<file path="src/rtl/wb_arb_pkg.sv">
// Shared types and helpers for Wishbone master arbitration.
// Holds the arbiter FSM state encoding, bus widths and the round-robin pick.
// Pure declarations; no clocked logic lives here.
package wb_arb_pkg;

  typedef enum logic [1:0] {
    IDLE = 2'd0,
    BUSY = 2'd1,
    ERR  = 2'd2
  } arb_state_t;

  localparam int WB_ADR_W = 32;
  localparam int WB_DAT_W = 32;
  localparam int WB_SEL_W = 4;

  // Largest requester count the helper supports; callers pad to this width.
  localparam int RR_MAX = 8;

  // One-hot grant for the first requester strictly after 'last', wrapping
  // modulo n. Returns all zeros when nobody requests.
  function automatic logic [RR_MAX-1:0] rr_next(input logic [RR_MAX-1:0] req,
                                                input logic [2:0]        last,
                                                input int                n);
    logic [RR_MAX-1:0] g;
    logic [2:0]        idx;
    g = '0;
    for (int i = 1; i <= RR_MAX; i++) begin
      if (i <= n) begin
        idx = 3'((int'(last) + i) % n);
        if (g == '0 && req[idx]) begin
          g[idx] = 1'b1;
        end
      end
    end
    return g;
  endfunction

endpackage

</file>
<file path="src/rtl/wb_master_arbiter_rr.sv">
// Round-robin selector with a registered last-grantee pointer.
// Latency: grant output is combinational from req and the stored pointer.
// Backpressure: none; the owner loads the pointer when it releases the bus.
module wb_rr_arbiter
  import wb_arb_pkg::*;
#(
  parameter int N = 2
) (
  input  logic         clk,
  input  logic         rst_n,
  input  logic [N-1:0] req,
  input  logic         update,
  input  logic [N-1:0] upd_grant,
  output logic [N-1:0] gnt
);

  logic [2:0]        ptr;
  logic [2:0]        upd_idx;
  logic [RR_MAX-1:0] req_pad;

  // Next grant: first requester after the last owner, modulo N.
  always_comb begin
    req_pad        = '0;
    req_pad[N-1:0] = req;
    gnt            = N'(rr_next(req_pad, ptr, N));
  end

  // Convert the releasing owner's one-hot grant into a pointer value.
  always_comb begin
    upd_idx = '0;
    for (int k = 0; k < N; k++) begin
      if (upd_grant[k]) begin
        upd_idx = 3'(k);
      end
    end
  end

  // Pointer starts at the highest index so master 0 wins first after reset.
  always_ff @(posedge clk or negedge rst_n) begin
    if (!rst_n) begin
      ptr <= 3'(N - 1);
    end else if (update) begin
      ptr <= upd_idx;
    end
  end

endmodule

</file>
<file path="src/rtl/wb_master_arbiter.sv">
// Shares one Wishbone B3 master port among MASTERS local masters, round-robin per cycle.
// Latency: grant registers one cycle after cyc rises; bus signals are then a combinational mux.
// Backpressure: grant is held until the owner drops cyc; a watchdog errors out a hung slave.
module wb_master_arbiter
  import wb_arb_pkg::*;
#(
  parameter int MASTERS   = 2,
  parameter int TIMEOUT   = 255,
  parameter int CNT_WIDTH = 8
) (
  input  logic                           clk,
  input  logic                           rst_sys,
  input  logic [WB_ADR_W*MASTERS-1:0]    m_adr_i,
  input  logic [WB_DAT_W*MASTERS-1:0]    m_dat_i,
  input  logic [WB_SEL_W*MASTERS-1:0]    m_sel_i,
  input  logic [3*MASTERS-1:0]           m_cti_i,
  input  logic [2*MASTERS-1:0]           m_bte_i,
  input  logic [MASTERS-1:0]             m_cyc_i,
  input  logic [MASTERS-1:0]             m_stb_i,
  input  logic [MASTERS-1:0]             m_we_i,
  output logic [WB_DAT_W*MASTERS-1:0]    m_dat_o,
  output logic [MASTERS-1:0]             m_ack_o,
  output logic [MASTERS-1:0]             m_err_o,
  output logic [MASTERS-1:0]             m_rty_o,
  output logic [WB_ADR_W-1:0]            s_adr_o,
  output logic [WB_DAT_W-1:0]            s_dat_o,
  output logic [WB_SEL_W-1:0]            s_sel_o,
  output logic [2:0]                     s_cti_o,
  output logic [1:0]                     s_bte_o,
  output logic                           s_cyc_o,
  output logic                           s_stb_o,
  output logic                           s_we_o,
  input  logic [WB_DAT_W-1:0]            s_dat_i,
  input  logic                           s_ack_i,
  input  logic                           s_err_i,
  input  logic                           s_rty_i,
  output logic [MASTERS-1:0]             grant_o,
  output logic                           timeout_o
);

  arb_state_t            state, state_nxt;
  logic [MASTERS-1:0]    grant;
  logic [MASTERS-1:0]    arb_gnt;
  logic [CNT_WIDTH-1:0]  cnt;

  logic                  g_cyc, g_stb, g_we;
  logic [WB_ADR_W-1:0]   g_adr;
  logic [WB_DAT_W-1:0]   g_dat;
  logic [WB_SEL_W-1:0]   g_sel;
  logic [2:0]            g_cti;
  logic [1:0]            g_bte;

  logic                  busy;
  logic                  term;
  logic                  stb_act;
  logic                  fire;
  logic                  release_own;
  logic                  route;

  wb_rr_arbiter #(
    .N (MASTERS)
  ) u_rr (
    .clk       (clk),
    .rst_n     (rst_sys),
    .req       (m_cyc_i),
    .update    (release_own),
    .upd_grant (grant),
    .gnt       (arb_gnt)
  );

  // Select the granted master's request signals; all zero when nobody owns.
  always_comb begin
    g_cyc = 1'b0;
    g_stb = 1'b0;
    g_we  = 1'b0;
    g_adr = '0;
    g_dat = '0;
    g_sel = '0;
    g_cti = '0;
    g_bte = '0;
    for (int k = 0; k < MASTERS; k++) begin
      if (grant[k]) begin
        g_cyc = g_cyc | m_cyc_i[k];
        g_stb = g_stb | m_stb_i[k];
        g_we  = g_we  | m_we_i[k];
        g_adr = g_adr | m_adr_i[WB_ADR_W*k +: WB_ADR_W];
        g_dat = g_dat | m_dat_i[WB_DAT_W*k +: WB_DAT_W];
        g_sel = g_sel | m_sel_i[WB_SEL_W*k +: WB_SEL_W];
        g_cti = g_cti | m_cti_i[3*k +: 3];
        g_bte = g_bte | m_bte_i[2*k +: 2];
      end
    end
  end

  // Ownership, watchdog and termination qualifiers.
  always_comb begin
    busy        = (state == BUSY);
    term        = s_ack_i | s_err_i | s_rty_i;
    stb_act     = busy & g_cyc & g_stb;
    // A real termination in the expiry cycle takes priority over the watchdog.
    fire        = (TIMEOUT != 0) && stb_act && !term &&
                  (cnt == CNT_WIDTH'(TIMEOUT));
    release_own = (state != IDLE) && !g_cyc;
    route       = busy & g_cyc;
  end

  // Bus-side outputs follow the owner only while BUSY and not timing out.
  always_comb begin
    s_cyc_o   = route & ~fire;
    s_stb_o   = stb_act & ~fire;
    s_we_o    = route & ~fire & g_we;
    s_adr_o   = busy ? g_adr : '0;
    s_dat_o   = busy ? g_dat : '0;
    s_sel_o   = busy ? g_sel : '0;
    s_cti_o   = busy ? g_cti : '0;
    s_bte_o   = busy ? g_bte : '0;
    m_dat_o   = busy ? {MASTERS{s_dat_i}} : '0;
    m_ack_o   = route ? (grant & {MASTERS{s_ack_i}})        : '0;
    m_err_o   = route ? (grant & {MASTERS{s_err_i | fire}}) : '0;
    m_rty_o   = route ? (grant & {MASTERS{s_rty_i}})        : '0;
    timeout_o = fire;
    grant_o   = grant;
  end

  // Next-state: arbitrate in IDLE, leave ownership when the owner drops cyc.
  always_comb begin
    state_nxt = state;
    case (state)
      IDLE: if (|m_cyc_i) state_nxt = BUSY;
      BUSY: begin
        if (!g_cyc) begin
          state_nxt = IDLE;
        end else if (fire) begin
          state_nxt = ERR;
        end
      end
      ERR:  if (!g_cyc) state_nxt = IDLE;
      default: state_nxt = IDLE;
    endcase
  end

  // FSM state register.
  always_ff @(posedge clk or negedge rst_sys) begin
    if (!rst_sys) begin
      state <= IDLE;
    end else begin
      state <= state_nxt;
    end
  end

  // Grant register: load the round-robin pick in IDLE, clear on release.
  always_ff @(posedge clk or negedge rst_sys) begin
    if (!rst_sys) begin
      grant <= '0;
    end else if (state == IDLE && |m_cyc_i) begin
      grant <= arb_gnt;
    end else if (release_own) begin
      grant <= '0;
    end
  end

  // Watchdog counter: counts unanswered strobe cycles and saturates.
  always_ff @(posedge clk or negedge rst_sys) begin
    if (!rst_sys) begin
      cnt <= '0;
    end else if (TIMEOUT == 0 || !stb_act || term || fire) begin
      cnt <= '0;
    end else if (cnt != '1) begin
      cnt <= cnt + 1'b1;
    end
  end

endmodule
</file>
<file path="config.mk">
export PLATFORM = sky130hd
export DESIGN_NAME = wb_master_arbiter
export DESIGN_NICKNAME = d
export VERILOG_FILES = /design/src/rtl/wb_arb_pkg.sv /design/src/rtl/wb_master_arbiter_rr.sv /design/src/rtl/wb_master_arbiter.sv
export SDC_FILE = /design/constraint.sdc
export NUM_CORES = 1
export LEC_CHECK = 0
export ABC_AREA = 1
export CAP_MARGIN = 30
export CORE_AREA = 2 2 132 134
export CTS_CLUSTER_DIAMETER = 150
export DETAILED_ROUTE_END_ITERATION = 6
export DIE_AREA = 0 0 134 136
export SYNTH_ARGS = -nofsm -noshare
export SYNTH_HDL_FRONTEND = slang
export SYNTH_HIERARCHICAL = 1
export SYNTH_SLANG_ARGS = --single-unit
</file>
<file path="constraint.sdc">
create_clock -name clk -period 3.3 [get_ports clk]
set_input_delay 0.66 -clock clk [delete_from_list [all_inputs] [get_ports clk]]
set_output_delay 0.66 -clock clk [all_outputs]
set_load 0.005 [all_outputs]
</file>
==> results by group <==
Timing
  – F_max: 327 MHz
  – Hold WS: 0.468 ns
  – Setup TNS after final layout: 0 ns
  – RSZ-0062 raised after global routing: false
  – Worst-Margin Slew: 0.579 ns
  – Final hold vios: 0
  – Setup Skew: 0.00125 ns
  – Tmin final: 3.06 ns
  – Slew HR: 61.3%
  – Period utilisation layout: 92.8%
  – # setup viols final: 0
  – Slew Limit Fails: 0

Outcome
  – Status: completed

Synthesis
  – Register area share after synthesis: 13.8%
  – Synth unique cells: 26
  – Synth Register Bits: 13
  – Ys async rst share: 100%
  – Mapped Area: 2360 um2
  – Total of warnings raised by yosys: 6
  – List of most frequent post-synthesis cells: nand2_1, a21oi_1, nor2_1, inv_1, buf_4
  – Area leader, netlist: nand2_1
  – Most common flop cell mapped by yosys: dfrtp_1
  – Top-count cell post-synth: nand2_1
  – Number of synthesized flops with an enable pin: 0
  – Top cells by area, synth: nand2_1, a21oi_1, dfrtp_1
  – Syn avg cell area: 5.19 um2
  – Syn_nets: 645
  – Cell count after synthesis: 455
  – Top cell type's share of synthesized area: 27.2%

Power and ir drop
  – PD cells: 514 nW/um2
  – Leakage Power: 2.24 nW
  – Peak VDD IR: 0.000240 V

Layout
  – Fill cell count: 1792
  – Layout cells sized above 1: 3.64%
  – Register area: 329 um2
  – Nets: 932
  – Multi-input gate area: 1470 um2
  – Antenna Cells: 0
  – P&R area growth vs syn: 145%

Critical path
  – CP arrival: 2.40 ns
  – Worst reg2reg path endpoint: cnt[5]$_DFFE_PN0P_
  – Reg-to-reg slack, setup: 1.84 ns
  – CP Launch Point: m_cyc_i[0]
  – Reg-to-Reg Start: cnt[0]$_DFFE_PN0P_
  – Crit path capture: m_err_o[1]
  – Crit Path Max Fanout: 5
  – Critical Path RT: 2.64 ns
  – Type of origin of the critical path: input pin
  – Worst reg2reg path depth: 6
  – Setup crit end kind: output port
  – WS Path Type: input pin to output port

Routing
  – Detailed-route vias per instance: 3.86
  – Routed WL: 12800 um
  – DRC: 0
  – DR iter-0 viols: 140
  – Via count: 3732
  – Routed WL per cell: 13.3 um
  – Antenna viol nets, final: 0
  – DR pass1 iterations: 4

Clock network
  – Cts hold-fix bufs: 0
  – Clk Latency, worst-skew pair: 0.24 ns
  – CTS clock-pin slew for the worst setup and hold paths: 0.04 ns
  – Clk sink count: 13
  – TritonCTS clock tree: built
  – Clock root cell: clkbuf_16
  – CTS HTree Levels: 1
  – Post-CTS Setup Bufs: 0
  – Clock Path Buffers: 2
  – Cts repair resizes: 0
  – CTS Buf Count: 3

GRT
  – Vias in the first global route: 3383
  – First-pass GRT wire length: 18000 um
  – Overflow after GRT: 0
  – GR Util All Layers: 12.2%
  – Largest net degree at the start of global routing: 55
  – Initial antenna violation count: 0

Floorplan
  – Initial Util: 14.0%
  – Die Y: 136 um
  – Die X: 134 um
  – Die area: 18200 um2
  – Core box area: 16900 um2
  – FP Rows: 48
  – Boundary Pins: 338

Placement
  – Port bufs: 337
  – Post-DP HPWL: 10400 um
  – GPL Wtd Cong: 0.753

Worst hold path
  – Worst Hold Class: flip-flop to flip-flop

Flow run
  – Number of max-cap violations: 0
[sequential cells by signal (all words and copies together), names as in the netlist]
| register | cells |
|---|---|
| u_rr/ptr | 1 |
| cnt | 8 |
| grant_o | 2 |
| state | 2 |
[through the flow]
step                      cell area [um2]  util (%)  instances  total power, mW  worst slack, ns
after floorplan                      2360         -        455             1.38             1.41
after global placement               5710      33.8        962             2.79            0.254
after detailed placement             5710      33.8        962             2.77            0.238
after CTS                            5790      34.3        966             3.02            0.232
after global routing                 5790      34.3        966             3.22            0.153
final                                5790      34.3        966             2.97            0.238
[worst min-delay path by stage]
stage / startpoint / endpoint / slack (ns) / depth (start not counted)
3_3_place_gp: u_rr/ptr[0]$_DFFE_PN1P_ / u_rr/ptr[0]$_DFFE_PN1P_ / 0.46 / 2
5_1_grt: u_rr/ptr[0]$_DFFE_PN1P_ / u_rr/ptr[0]$_DFFE_PN1P_ / 0.48 / 2
4_1_cts: u_rr/ptr[0]$_DFFE_PN1P_ / u_rr/ptr[0]$_DFFE_PN1P_ / 0.47 / 2
6_report: u_rr/ptr[0]$_DFFE_PN1P_ / u_rr/ptr[0]$_DFFE_PN1P_ / 0.47 / 2
2_1_floorplan: rst_sys / cnt[0]$_DFFE_PN0P_ / 0.36 / 0
3_5_place_dp: u_rr/ptr[0]$_DFFE_PN1P_ / u_rr/ptr[0]$_DFFE_PN1P_ / 0.46 / 2
[cells by family after synthesis]
family / count (synthesis) / share of synthesized area, %
compound gates: 84 / 18.8
xor+xnor: 2 / 0.742
fa+ha+maj: 1 / 0.530
buf+inv: 111 / 24.3
flops: 13 / 13.8
simple gates: 244 / 41.8
[cell usage in the layout, fill, tap and decap left out, types with 4 or more instances in the layout]
master / synthesis / routed
a21oi_1: 76 / 76
dfrtp_1: 12 / 10
buf_4: 36 / 4
nand2_1: 171 / 171
inv_1: 50 / 50
nand3_1: 6 / 6
clkdlybuf4s50_1: 0 / 337
nor2_1: 53 / 53
[metal layers]
layer	GRT usage [%]	vias up	share of wire [%]
met5	0	-	0
met2	22.0	175	48
li1	-	1935	-
met4	0.887	0	0.20
met1	15.6	1620	43
met3	2.54	2	7.9
[where the power goes]
part           internal, mW  switching [mW]  total, mW
clock network         0.163          0.0636      0.226
logic                  1.35            1.15       2.51
registers             0.188          0.0538      0.242
total                  1.70            1.27       2.97
[area by class of cell]
cell class	count	share of cell area, %
flip-flops and latches	13	5.69
clock buffers	4	1.36
well taps	225	4.87
repair buffers	343	59.5
multi-input cells	331	25.3
inverters	50	3.24
[critical path, cell delays in order]
cell	delay, ns
clkdlybuf4s50_1	0.59
nand2_4	0.09
a21oi_4	0.23
nand3_2	0.15
a21oi_1	0.15
clkdlybuf4s50_1	0.53
Note: power is estimated with default switching activity, not from simulation.
